==> src/rtl/mc_core_pkg.sv <==
// Shared types and constants for the mc_core multi-cycle 9-bit processor.
package mc_core_pkg;

  typedef enum logic [2:0] {
    OP_ADD = 3'b000,
    OP_SUB = 3'b001,
    OP_AND = 3'b010,
    OP_XOR = 3'b011,
    OP_LDR = 3'b100,
    OP_STR = 3'b101,
    OP_BZ  = 3'b110,
    OP_SPC = 3'b111
  } opcode_e;

  typedef enum logic [2:0] {
    S_IDLE  = 3'd0,
    S_FETCH = 3'd1,
    S_EXEC  = 3'd2,
    S_MEM   = 3'd3,
    S_HALT  = 3'd4
  } state_e;

  // Instruction word; imm6 is {rd, rs}
  typedef struct packed {
    logic [2:0] op;
    logic [2:0] rd;
    logic [2:0] rs;
  } instr_t;

  localparam logic [5:0] HALT_IMM = 6'h3F;

endpackage

==> src/rtl/mc_alu.sv <==
// Combinational ALU for mc_core: ADD/SUB/AND/XOR with zero detect.
module mc_alu #(
  parameter int unsigned DW = 8
) (
  input  logic [1:0]    op,
  input  logic [DW-1:0] a,
  input  logic [DW-1:0] b,
  output logic [DW-1:0] result,
  output logic          zero
);

  always_comb begin
    case (op)
      2'b00:   result = a + b;
      2'b01:   result = a - b;
      2'b10:   result = a & b;
      default: result = a ^ b;
    endcase
    zero = (result == '0);
  end

endmodule

==> src/rtl/mc_core.sv <==
// Multi-cycle 9-bit processor core with start/Done control and req/ack data memory.
// Optional debug ports enabled by defining MC_CORE_DBG_EN.
module mc_core
  import mc_core_pkg::*;
#(
  parameter int unsigned DW   = 8,
  parameter int unsigned PW   = 6,
  parameter int unsigned NREG = 8
) (
  input  logic          Clk,
  input  logic          Reset,
  input  logic          start,
  output logic [PW-1:0] imem_addr,
  input  logic [8:0]    imem_data,
  output logic          dmem_req,
  output logic          dmem_we,
  output logic [DW-1:0] dmem_addr,
  output logic [DW-1:0] dmem_wdata,
  input  logic [DW-1:0] dmem_rdata,
  input  logic          dmem_ack,
  output logic          Done
`ifdef MC_CORE_DBG_EN
  ,
  output logic [PW-1:0] dbg_pc,
  output logic [2:0]    dbg_state,
  output logic          dbg_retire
`endif
);

  localparam int unsigned BW = (PW > 6) ? PW : 6;

  state_e        state_q, state_d;
  logic [PW-1:0] pc_q, pc_d;
  instr_t        ir_q, ir_d;
  logic          z_q, z_d;
  logic          req_q, req_d;
  logic          we_q, we_d;
  logic [DW-1:0] addr_q, addr_d;
  logic [DW-1:0] wdata_q, wdata_d;
  logic          done_q, done_d;

  logic [DW-1:0] regs [NREG];
  logic          rf_we;
  logic [2:0]    rf_waddr;
  logic [DW-1:0] rf_wdata;

  logic [DW-1:0] alu_res;
  logic          alu_zero;
  logic [5:0]    imm6;
  logic [BW-1:0] br_off;
  logic [PW-1:0] pc_inc;
  logic [PW-1:0] pc_br;

  mc_alu #(.DW(DW)) u_alu (
    .op     (ir_q.op[1:0]),
    .a      (regs[ir_q.rd]),
    .b      (regs[ir_q.rs]),
    .result (alu_res),
    .zero   (alu_zero)
  );

  // Branch offset is sign-extended to at least 6 bits, then wrapped to PW
  assign imm6   = {ir_q.rd, ir_q.rs};
  assign br_off = BW'($signed(imm6));
  assign pc_inc = pc_q + PW'(1);
  assign pc_br  = pc_q + PW'(br_off);

  // Next-state and datapath control
  always_comb begin
    state_d  = state_q;
    pc_d     = pc_q;
    ir_d     = ir_q;
    z_d      = z_q;
    req_d    = req_q;
    we_d     = we_q;
    addr_d   = addr_q;
    wdata_d  = wdata_q;
    rf_we    = 1'b0;
    rf_waddr = ir_q.rd;
    rf_wdata = alu_res;

    case (state_q)
      S_IDLE, S_HALT: begin
        if (start) begin
          pc_d    = '0;
          state_d = S_FETCH;
        end
      end
      S_FETCH: begin
        ir_d    = imem_data;
        state_d = S_EXEC;
      end
      S_EXEC: begin
        state_d = S_FETCH;
        case (ir_q.op)
          OP_ADD, OP_SUB, OP_AND, OP_XOR: begin
            rf_we = 1'b1;
            z_d   = alu_zero;
            pc_d  = pc_inc;
          end
          OP_LDR, OP_STR: begin
            req_d   = 1'b1;
            we_d    = (ir_q.op == OP_STR);
            addr_d  = regs[ir_q.rs];
            wdata_d = regs[ir_q.rd];
            state_d = S_MEM;
          end
          OP_BZ: begin
            pc_d = z_q ? pc_br : pc_inc;
          end
          OP_SPC: begin
            if (imm6 == HALT_IMM) begin
              state_d = S_HALT;
            end else begin
              rf_we    = 1'b1;
              rf_waddr = 3'd0;
              rf_wdata = DW'(imm6);
              pc_d     = pc_inc;
            end
          end
          default: ;
        endcase
      end
      S_MEM: begin
        if (dmem_ack && req_q) begin
          req_d    = 1'b0;
          rf_we    = !we_q;
          rf_wdata = dmem_rdata;
          pc_d     = pc_inc;
          state_d  = S_FETCH;
        end
      end
      default: state_d = S_IDLE;
    endcase

    done_d = (state_d == S_HALT);
  end

  always_ff @(posedge Clk or posedge Reset) begin
    if (Reset) begin
      state_q <= S_IDLE;
      pc_q    <= '0;
      ir_q    <= '0;
      z_q     <= 1'b0;
      req_q   <= 1'b0;
      we_q    <= 1'b0;
      addr_q  <= '0;
      wdata_q <= '0;
      done_q  <= 1'b0;
    end else begin
      state_q <= state_d;
      pc_q    <= pc_d;
      ir_q    <= ir_d;
      z_q     <= z_d;
      req_q   <= req_d;
      we_q    <= we_d;
      addr_q  <= addr_d;
      wdata_q <= wdata_d;
      done_q  <= done_d;
    end
  end

  // Register file
  always_ff @(posedge Clk or posedge Reset) begin
    if (Reset) begin
      for (int unsigned i = 0; i < NREG; i++) begin
        regs[i] <= '0;
      end
    end else if (rf_we) begin
      regs[rf_waddr] <= rf_wdata;
    end
  end

  assign imem_addr  = pc_q;
  assign dmem_req   = req_q;
  assign dmem_we    = we_q;
  assign dmem_addr  = addr_q;
  assign dmem_wdata = wdata_q;
  assign Done       = done_q;

`ifdef MC_CORE_DBG_EN
  logic retire_c;
  logic retire_q;

  // An instruction completes at the end of EXEC (non-memory ops, HALT) or on MEM ack
  assign retire_c = ((state_q == S_EXEC) && (ir_q.op != OP_LDR) && (ir_q.op != OP_STR)) ||
                    ((state_q == S_MEM) && dmem_ack && req_q);

  always_ff @(posedge Clk or posedge Reset) begin
    if (Reset) begin
      retire_q <= 1'b0;
    end else begin
      retire_q <= retire_c;
    end
  end

  assign dbg_pc     = pc_q;
  assign dbg_state  = state_q;
  assign dbg_retire = retire_q;
`endif

endmodule
==> config.mk <==
export PLATFORM = sky130hd
export DESIGN_NAME = mc_core
export DESIGN_NICKNAME = d
export VERILOG_FILES = /design/src/rtl/mc_core_pkg.sv /design/src/rtl/mc_alu.sv /design/src/rtl/mc_core.sv
export SDC_FILE = /design/constraint.sdc
export NUM_CORES = 1
export LEC_CHECK = 0
export BUFFER_PORTS_ARGS = -buffer_cell sky130_fd_sc_hd__buf_4
export CAP_MARGIN = 20
export CORE_MARGIN = 2
export CORE_UTILIZATION = 55
export DETAILED_ROUTE_END_ITERATION = 10
export HOLD_SLACK_MARGIN = 0.12
export PLACE_DENSITY = 0.73
export SYNTH_ARGS = -nofsm -noshare
export SYNTH_HDL_FRONTEND = slang
export SYNTH_SLANG_ARGS = --single-unit
export TNS_END_PERCENT = 100
==> constraint.sdc <==
create_clock -name Clk -period 6.17 [get_ports Clk]
set_input_delay 1.5425 -clock Clk [delete_from_list [all_inputs] [get_ports Clk]]
set_output_delay 1.5425 -clock Clk [all_outputs]
set_load 0.02 [all_outputs]
# After elaboration in Yosys (flattened, before gate mapping)
# Index checks and enable logic that the tools add are counted.
[totals] ff_bits=102 word_cells=103
[op_classes] muxes=35 n_lt_le_gt_ge=4 eq_ne=20 reduce_logical=16 n_bitwise=5 addsub=4
[op_table] cell="$bwmux 64" count=1
[op_table] cell="$mux 8" count=8
[op_table] cell="$bmux 8 s3" count=2
[op_table] cell="$pmux 6 s3" count=2
[op_table] cell="$demux 8 s3" count=1
[op_table] cell="$mux 6" count=4
[op_table] cell="$pmux 8 s3" count=1
[op_table] cell="$eq 3x3->1 const B" count=6
[op_table] cell="$mux 3" count=6
[op_table] cell="$pmux 8 s2" count=1
[op_table] cell="$eq 3x2->1 const B" count=4
[op_table] cell="$ge 4x4->1 const B" count=3
[op_table] cell="$not 3->4" count=3
[op_table] cell="$pmux 3 s4" count=1
[op_table] cell="$add 8x8->8" count=1
[op_table] cell="$and 8x8->8" count=1
[op_table] cell="$logic_not 8->1" count=1
[op_table] cell="$sub 8x8->8" count=1
[op_table] cell="$xor 8x8->8" count=1
[op_table] cell="$add 6x1->6 const B" count=1
[op_table] cell="$add 6x6->6" count=1
[op_table] cell="$eq 3x1->1 const B" count=2
[op_table] cell="$eq 6x6->1 const B" count=1
[op_table] cell="$logic_not 3->1" count=2
[op_table] cell="20 further kinds" count=29

# Logic depth before layout (Yosys ltp)
# Gate-level depths: netlist of the first run.
[logic_depth] depth_word=10 ltp_mapped=17 mapped_depth_nobuf=15

# Cells and area by module
# Synthesis of the first run repeated with hierarchy kept, for this count alone.
[hier_totals] cells_unflattened=566 hier_area_um2=6204.7
[by_module_without_submodules] mod="mc_core" n_inst=1 cells_per_inst=463 area_per_inst_um2=5424.0
[by_module_without_submodules] mod="mc_alu" n_inst=1 cells_per_inst=103 area_per_inst_um2=780.7

# Worst setup path before layout of the first run
# OpenSTA, ideal clock, no wires.
[synth_timing] path_kind="register -> register" from="reg ir_q (netlist bit br_off[0])" to="reg regs[36] (netlist bit)" setup_slack_ns=1.876 setup_ns=0.125 path_buffers=3 arrival_time_ns=4.169 t_required_ns=6.045 path_stages_with_launch=17 cell_sequence="dfrtp_1 > buf_4 > buf_2 > buf_2 > mux4_2 > mux2i_1 > ha_1 > nand2_1 > o21ai_1 > fa_1 > nor2b_1 > o21ai_1 > a21boi_1 > o31ai_1 > a22o_1 > a221o_1 > mux2_2"
[synth_via] elab_chain_len=10 word_cells_on_any_way=27
[synth_lines] element="from (decl)" line_no="mc_core.sv:34" text="instr_t ir_q, ir_d;"
[synth_lines] element="from (signal assigned)" line_no="mc_core.sv:153" text="ir_q <= ir_d;"
[synth_lines] element="$not 3->4 (implied by the code) or $eq 6x6->1 (tied branches)" line_no="mc_core.sv:57, mc_core.sv:112"
[synth_lines] element="$bmux 8 s3 or $mux 3 (tied branches)" line_no="mc_core.sv:57, mc_core.sv:112"
[synth_lines] element="$mux 8 (implied by the code) or $mux 3 (tied branches)" line_no="mc_core.sv:57, mc_core.sv:95"
[synth_lines] element="$mux 8 (implied by the code) or $mux 3 (tied branches)" line_no="mc_core.sv:57, mc_core.sv:82"
[synth_lines] element="$sub 8x8->8, or another cell as far along" line_no="mc_alu.sv:15" text="2'b01: result = a - b;"
[synth_lines] element="$pmux 8 s3, or another cell as far along" line_no="mc_alu.sv:13" text="case (op)"
[synth_lines] element="$mux 8 or $logic_and 1x1->1 (tied branches)" line_no="mc_core.sv:112, mc_core.sv:170"
[synth_lines] element="$mux 8 (on tied branches)" line_no="mc_core.sv:95, mc_core.sv:170"
[synth_lines] element="$pmux 8 s2 or $demux 8 s3 (tied branches)" line_no="mc_core.sv:82, mc_core.sv:170"
[synth_lines] element="$bwmux 64" line_no="mc_core.sv:170" text="regs[rf_waddr] <= rf_wdata;"
[synth_lines] element="to (signal, indexed assignment)" line_no="mc_core.sv:170"
[synth_lines] element="to (decl)" line_no="mc_core.sv:42" text="logic [DW-1:0] regs [NREG];"
# Parallel ways exist; a longest one is shown, timed or not. The select of a mux whose other input is x is not followed.
# A chain may end at the register's enable or synchronous reset.

# Worst setup path in the final report of the first run
[layout_timing] from="reg ir_q (netlist bit br_off[0])" to="reg regs[44] (netlist bit)"
# The elaborated chain is that of the path after synthesis.

==> impl_metrics.env, run 1 <==
export IMPL_status="finished, final reports clean"
export IMPL_fin_crit_sh_pct=74.3
export IMPL_h_tree_depth=3
export IMPL_synth_area_leaders="dfrtp_1 (40%), mux4_2 (12%), mux2_2 (11%)"
export IMPL_hold_path_depth=2
export IMPL_final_nets=652
export IMPL_initial_core_util_pct=56.5
export IMPL_slowest_stage="dfrtp_1"
export IMPL_grt_pass1_wl_um=26200
export IMPL_avgSynthCellArea_sq_um=11.2
export IMPL_post_cts_buffers=0
export IMPL_clock_tree_root_cell="clkbuf_16"
export IMPL_die_y_um=112
export IMPL_overflow=0
export IMPL_seq_area_sq_um=2550
export IMPL_die_area_sq_um=12600
export IMPL_yosysTopAreaCell="dfrtp_1"
export IMPL_insertion_delay_ps=360
export IMPL_hold_violations=0
export IMPL_cts_tree="yes"
export IMPL_cts_sinks=102
export IMPL_grt_setup_unrepaired="no"
export IMPL_cp_slowest_stage_delay_ps=930
export IMPL_async_reset_ff_share_pct=100
export IMPL_vias=4934
export IMPL_critPathLaunchType="flip-flop"
export IMPL_synth_seq_area_share_pct=39.6
export IMPL_busiest_layer="met2"
export IMPL_grtUsageMet2_pct=42.2
export IMPL_portBuffers=45
export IMPL_post_drt_wl_per_cell_um=21.6
export IMPL_worst_setup_path_end_kind="flip-flop"
export IMPL_worstSetupPathType="reg2reg"
export IMPL_cts_buffers=9
export IMPL_met3_usage_pct=7.07
export IMPL_synth_cell_types=59
export IMPL_layout_min_cycle_time_ps=4590
export IMPL_cts_resized=0
export IMPL_netlist_instances=577
export IMPL_multiInputGateArea_sq_um=3690
export IMPL_syn2layout_area_growth_pct=10.9
export IMPL_synth_edf_count=0
export IMPL_viasPerCell=6.54
export IMPL_place_congestion=0.924
export IMPL_skew_ps=10.0
export IMPL_cpMostUsedCell="o21ai_1"
export IMPL_n_fill_cell=928
export IMPL_cts_clk_slew_worst_paths_ps=70
export IMPL_grt_use_met1_pct=37.0
export IMPL_yosys_warnings=0
export IMPL_grt_antenna_before_repair=0
export IMPL_fmax_mhz=218
export IMPL_required_ps=6410
export IMPL_firstDrtPassIters=5
export IMPL_ys_flop_type="dfrtp_1"
export IMPL_netlist_area_sq_um=6450
export IMPL_holdBufCountCts=0
export IMPL_insertedDiodeCount=0
export IMPL_grt_pass1_vias=4775
export IMPL_rows=39
export IMPL_finalMaxSlewViolations=0
export IMPL_drtAntennaViolNets=0
export IMPL_totalWireLength_um=16300
export IMPL_crit_path_cell_trace="mux4_2, mux2i_1, ha_1, nand2_1, o21ai_1, fa_1, nor2b_1, o21ai_1, a21boi_1, o31ai_1, a22o_1, a221o_1, mux2_2"
export IMPL_ys_ff_latch=102
export IMPL_r2r_cells=13
export IMPL_ioPinCount=46
export IMPL_post_route_drc_count=0
export IMPL_drive_gt1_share_pct=28.8
export IMPL_synthesis_nets=622
export IMPL_grtUsageTotal_pct=27.0
export IMPL_drv_cap=0
export IMPL_cts_buffer_depth=2
export IMPL_finalSetupTns_ps=0
export IMPL_worst_pin_slew_ps=995
export IMPL_core_sq_um=11400
export IMPL_drtIter0Drc=462
export IMPL_maxSlewHeadroom_pct=33.4
export IMPL_min_delay_path_class="reg2reg"
export IMPL_synth_top_area_share_pct=39.6
export IMPL_worstPathMaxFanout=24
export IMPL_crit_arrival_ps=4830
export IMPL_grt_max_degree=68
export IMPL_timing_hold_ws_ps=483
export IMPL_setup_viol=0
export IMPL_hpwl_um=11600
export IMPL_die_w_um=112
## Yosys cell counts (12+ instances only)
library cell	count
ha_1	22
o21ai_0	16
a21oi_1	16
o21ai_1	12
mux2i_1	15
mux2_2	65
inv_1	15
nand2_1	36
nor2_1	38
a31oi_1	12
dfrtp_1	102
clkbuf_1	19
nor3_1	26
mux4_2	33
## per-stage QoR
stage / area, sq um / setup WS [ps] / util (%) / instances
6_report: 7150 / 1580 / 62.6 / 755
5_1_grt: 7150 / 1290 / 62.6 / 755
4_1_cts: 7150 / 1600 / 62.6 / 755
3_5_place_dp: 6880 / 1630 / 60.2 / 739
3_3_place_gp: 6880 / 1760 / 60.2 / 739
2_1_floorplan: 6450 / 1880 / - / 577
## worst max-delay path: cells and delay by family (launching register included)
family                   cells  cell delay (ps)
adder cells (fa/ha/maj)      2              770
AND/OR/NAND/NOR              2              190
AO/OA/AOI/OAI                6             1330
flip-flops                   1              930
multiplexers                 3             1260
## cell usage in the layout (no fill, tap or decap), drive strengths merged, types with 4 or more instances in the layout
cell type,count
o31ai,4
a31oi,12
mux2i,15
nand2b,11
mux4,33
and2,7
o21ai,28
a22o,5
nor3,26
mux2,74
xnor2,9
nor2,38
nor2b,7
o211ai,8
and3,6
or2,5
a211oi,5
inv,20
nand3,6
ha,22
buf,51
clkbuf,10
dfrtp,102
a2111oi,4
nor3b,9
a21oi,16
nand2,36
## registers in the layout, indices dropped and copies added (netlist names)
| register | count |
|---|---|
| regs | 64 |
| dmem_addr | 8 |
| dmem_wdata | 8 |
| br_off | 6 |
| imem_addr | 6 |
| ir_q | 3 |
| state_q | 3 |
| Done | 1 |
| dmem_req | 1 |
| dmem_we | 1 |
| z_q | 1 |
## cells by family (layout without fill, tap and decap cells)
kind of cell / after synthesis / after routing / synth area share [%]
AND/OR/NAND/NOR: 165 / 165 / 12.9
multiplexers: 122 / 122 / 26.8
flip-flops: 102 / 102 / 39.6
AO/OA/AOI/OAI: 101 / 101 / 10.6
buffers and inverters: 50 / 85 / 3.20
adder cells (fa/ha/maj): 24 / 24 / 4.89
XOR/XNOR: 13 / 13 / 2.00
## per-layer routing
| layer | up-vias | routed length, um |
|---|---|---|
| met5 | - | 0 |
| met4 | 0 | 473 |
| met3 | 30 | 1160 |
| met2 | 199 | 7620 |
| met1 | 2485 | 7050 |
| li1 | 2220 | - |
## path summary, 6_finish.rpt
check	slack (ps)	startpoint	end
max	1580	br_off[0]$_DFFE_PP0P_	regs[44]$_DFFE_PP0P_
min	480	dmem_addr[5]$_DFFE_PP0P_	dmem_addr[5]$_DFFE_PP0P_
max reg2reg	1580	br_off[0]$_DFFE_PP0P_	regs[44]$_DFFE_PP0P_
min reg2reg	480	dmem_addr[5]$_DFFE_PP0P_	dmem_addr[5]$_DFFE_PP0P_
max in group asynchronous	3810	Reset	dmem_addr[2]$_DFFE_PP0P_
min in group asynchronous	1370	Reset	regs[47]$_DFFE_PP0P_
## cell type report
| cell class | count | share of cell area (%) |
|---|---|---|
| flip-flops and latches | 102 | 35.7 |
| well taps | 143 | 2.50 |
| clock buffers | 10 | 3.20 |
| multi-input cells | 425 | 51.6 |
| clock inverters | 6 | 0.647 |
| inverters | 18 | 0.980 |
| repair buffers | 51 | 5.35 |
Power of run 1 is left out: the tool's default activity adds up to more than one toggle a clock period on the data nets, which glitch-free logic cannot reach.
==> run 2: changes to the inputs <==
--- a/config.mk
+++ b/config.mk
@@ -5,13 +5,14 @@
 export SDC_FILE = /design/constraint.sdc
 export NUM_CORES = 1
 export LEC_CHECK = 0
+export ABC_AREA = 1
 export BUFFER_PORTS_ARGS = -buffer_cell sky130_fd_sc_hd__buf_4
 export CAP_MARGIN = 20
 export CORE_MARGIN = 2
 export CORE_UTILIZATION = 55
 export DETAILED_ROUTE_END_ITERATION = 10
 export HOLD_SLACK_MARGIN = 0.12
-export PLACE_DENSITY = 0.73
+export PLACE_DENSITY = 0.76
 export SYNTH_ARGS = -nofsm -noshare
 export SYNTH_HDL_FRONTEND = slang
 export SYNTH_SLANG_ARGS = --single-unit
==> constraint.sdc (replaced) <==
create_clock -name Clk -period 4 [get_ports Clk]
set_input_delay 1 -clock Clk [delete_from_list [all_inputs] [get_ports Clk]]
set_output_delay 1 -clock Clk [all_outputs]
set_load 0.02 [all_outputs]
==> impl_metrics.env, run 2 <==
export IMPL_crit_arrival_ps=3980
export IMPL_ioPinCount=46
export IMPL_ys_top_cells_by_count="nand2_1 (263), inv_1 (109), dfrtp_1 (102)"
export IMPL_cts_tree="yes"
export IMPL_synthesis_nets=954
export IMPL_yosysTopAreaCell="dfrtp_1"
export IMPL_multiInputGateArea_sq_um=3420
export IMPL_reg2reg_from="br_off[0]$_DFFE_PP0P_"
export IMPL_drv_cap=0
export IMPL_synth_most_common_cell="nand2_1"
export IMPL_clock_tree_root_cell="clkbuf_16"
export IMPL_synth_area_leaders="dfrtp_1 (38%), nand2_1 (15%), o21ai_0 (7.6%)"
export IMPL_cts_clk_slew_worst_paths_ps=70
export IMPL_portBuffers=45
export IMPL_synth_seq_area_share_pct=38.4
export IMPL_insertedDiodeCount=0
export IMPL_min_from="dmem_wdata[4]$_DFFE_PP0P_"
export IMPL_grt_pass1_wl_um=30600
export IMPL_synth_cell_types=50
export IMPL_vias=6331
export IMPL_top_register="regs"
export IMPL_holdBufCountCts=0
export IMPL_worstPathMaxFanout=23
export IMPL_grtUsageTotal_pct=30.4
export IMPL_drtIter0Drc=644
export IMPL_largest_reg_flops=64
export IMPL_grt_antenna_before_repair=0
export IMPL_status="finished, final reports clean"
export IMPL_ys_ff_latch=102
export IMPL_cts_buffers=9
export IMPL_firstDrtPassIters=7
export IMPL_overflow=0
export IMPL_async_reset_ff_share_pct=100
export IMPL_rows=40
export IMPL_synth_edf_count=0
export IMPL_finalSetupTns_ps=0
export IMPL_die_area_sq_um=13000
export IMPL_yosys_warnings=0
export IMPL_core_sq_um=11900
export IMPL_netlist_instances=909
export IMPL_finalMaxSlewViolations=0
export IMPL_critPathLaunchType="flip-flop"
export IMPL_worst_pin_slew_ps=749
export IMPL_grt_setup_unrepaired="no"
export IMPL_required_ps=4310
export IMPL_die_y_um=114
export IMPL_fin_crit_sh_pct=91.7
export IMPL_hpwl_um=14100
export IMPL_crit_buf_inv=3
export IMPL_n_fill_cell=1057
export IMPL_insertion_delay_ps=360
export IMPL_h_tree_depth=3
export IMPL_worst_setup_path_end_kind="flip-flop"
export IMPL_syn2layout_area_growth_pct=12.8
export IMPL_layout_common_cells="nand2_1 (263), inv_1 (108), o21ai_0 (101), dfrtp_1 (100), buf_4 (77)"
export IMPL_die_w_um=114
export IMPL_totalWireLength_um=18800
export IMPL_drive_gt1_share_pct=15.4
export IMPL_cts_buffer_depth=2
export IMPL_skew_ps=12.0
export IMPL_cpMostUsedCell="nand2_1"
export IMPL_min_delay_path_class="reg2reg"
export IMPL_cp_slowest_stage_delay_ps=420
export IMPL_dpl_cell_area_sq_um=7210
export IMPL_grt_pass1_vias=5911
export IMPL_seq_area_sq_um=2550
export IMPL_post_route_drc_count=0
export IMPL_maxSlewHeadroom_pct=50.1
export IMPL_hold_violations=0
export IMPL_slowest_stage="dfrtp_1"
export IMPL_ys_flop_type="dfrtp_1"
export IMPL_worstSetupPathType="reg2reg"
export IMPL_setup_viol=0
export IMPL_final_common_cell="nand2_1"
export IMPL_synth_top_area_share_pct=38.4
export IMPL_grt_max_degree=57
export IMPL_layout_min_cycle_time_ps=3670
export IMPL_post_drt_wl_per_cell_um=16.9
export IMPL_initial_core_util_pct=55.9
export IMPL_cp_startpoint="br_off[0]$_DFFE_PP0P_"
export IMPL_crit_path_cell_trace="buf_12, inv_4, nand2_1, nand3_1, nand2_1, o21ai_2, ha_1, nand2_1, o21ai_0, o21ai_0, xor2_1, ha_1, a21oi_1, o21ai_0, a31oi_1, inv_1, nand3_1, nand3_2, nand2_1, nand2_2, nand2_4, nand2_1, nand2_1"
export IMPL_netlist_area_sq_um=6650
export IMPL_design_area_sq_um=7510
export IMPL_avgSynthCellArea_sq_um=7.32
export IMPL_place_congestion=0.944
export IMPL_cts_sinks=102
export IMPL_fmax_mhz=273
export IMPL_crit_family="compound AO/OA/AOI/OAI gates"
export IMPL_final_nets=1008
export IMPL_viasPerCell=5.68
export IMPL_drtAntennaViolNets=0
==> run 2: cell types whose count changed in the layout (fill, tap and decap cells not counted), moves of 9 or more <==
cell and delta:
nand3_1 +38, buf_4 +26, a21oi_1 +39, mux2_2 -65, o21ai_0 +85, mux2_1 -9, mux4_2 -33, nor3_1 -23
nand2_1 +227, nand2b_1 -11, inv_1 +94, mux2i_1 -15
==> run 2: final cells by class <==
class                      count  share of cell area [%]
clock inverter                 4                   0.400
sequential                   102                    34.0
timing repair buffer          78                    7.97
tap                          147                    2.45
inverter                     123                    6.32
clock buffer                  12                    3.28
multi-input combinational    649                    45.5
==> run 2: final timing paths <==
path | cells past startpoint | slack [ps] | endpoint
setup / recovery | 23 | 330 | regs[23]$_DFFE_PP0P_
hold / removal | 2 | 480 | dmem_wdata[4]$_DFFE_PP0P_
setup reg to reg | 23 | 330 | regs[23]$_DFFE_PP0P_
hold reg to reg | 2 | 480 | dmem_wdata[4]$_DFFE_PP0P_
max in group asynchronous | 3 | 2420 | dmem_wdata[2]$_DFFE_PP0P_
min in group asynchronous | 2 | 760 | br_off[2]$_DFFE_PP0P_
==> run 2: cells by family (layout without fill, tap and decap cells) <==
| kind of cell | count (synthesis) | in the layout | synth area share (%) |
|---|---|---|---|
| compound gates | 213 | 213 | 17.9 |
| xor+xnor | 15 | 15 | 1.97 |
| fa+ha+maj | 24 | 24 | 4.74 |
| buf+inv | 158 | 217 | 10.3 |
| flops | 102 | 102 | 38.4 |
| simple gates | 397 | 397 | 26.7 |
==> run 2: what timing repair did <==
action	4_1_cts	5_1_grt
setup endpoints to repair	0	31
setup buffers	0	1
endpoints found under the hold margin	0	0
resized for setup	0	4
==> run 2: through the flow <==
step                      hold WS (ps)  std cells  setup WS (ps)  util [%]
final                              484       1115            332      63.0
after global routing               504       1115           31.8      63.0
after CTS                          489       1114            156      62.9
after detailed placement           471       1098            209      60.6
after global placement             466       1098            339      60.6
after floorplan                    448        909            325         -
==> run 2: worst reg2reg max path, cell delays in order, from the launching register on <==
cell,delay (ps)
dfrtp_1,420
buf_12,180
inv_4,150
nand2_1,80
nand3_1,70
nand2_1,70
o21ai_2,280
ha_1,230
nand2_1,70
o21ai_0,280
o21ai_0,190
xor2_1,170
ha_1,340
a21oi_1,130
o21ai_0,90
a31oi_1,200
inv_1,60
nand3_1,100
nand3_2,100
nand2_1,100
nand2_2,60
nand2_4,100
nand2_1,70
nand2_1,70
==> run 2: metal layers <==
layer  GRT usage (%)  up-vias  share of wire [%]  wire length [um]
li1                -     3057                  -                 -
met1            40.9     2913                 43              8130
met2            47.7      301                 46              8600
met3            5.74       60                7.2              1350
met4            14.1        0                3.9               726
met5               0        -                  0                 0
Power of run 2 is left out for the same reason.
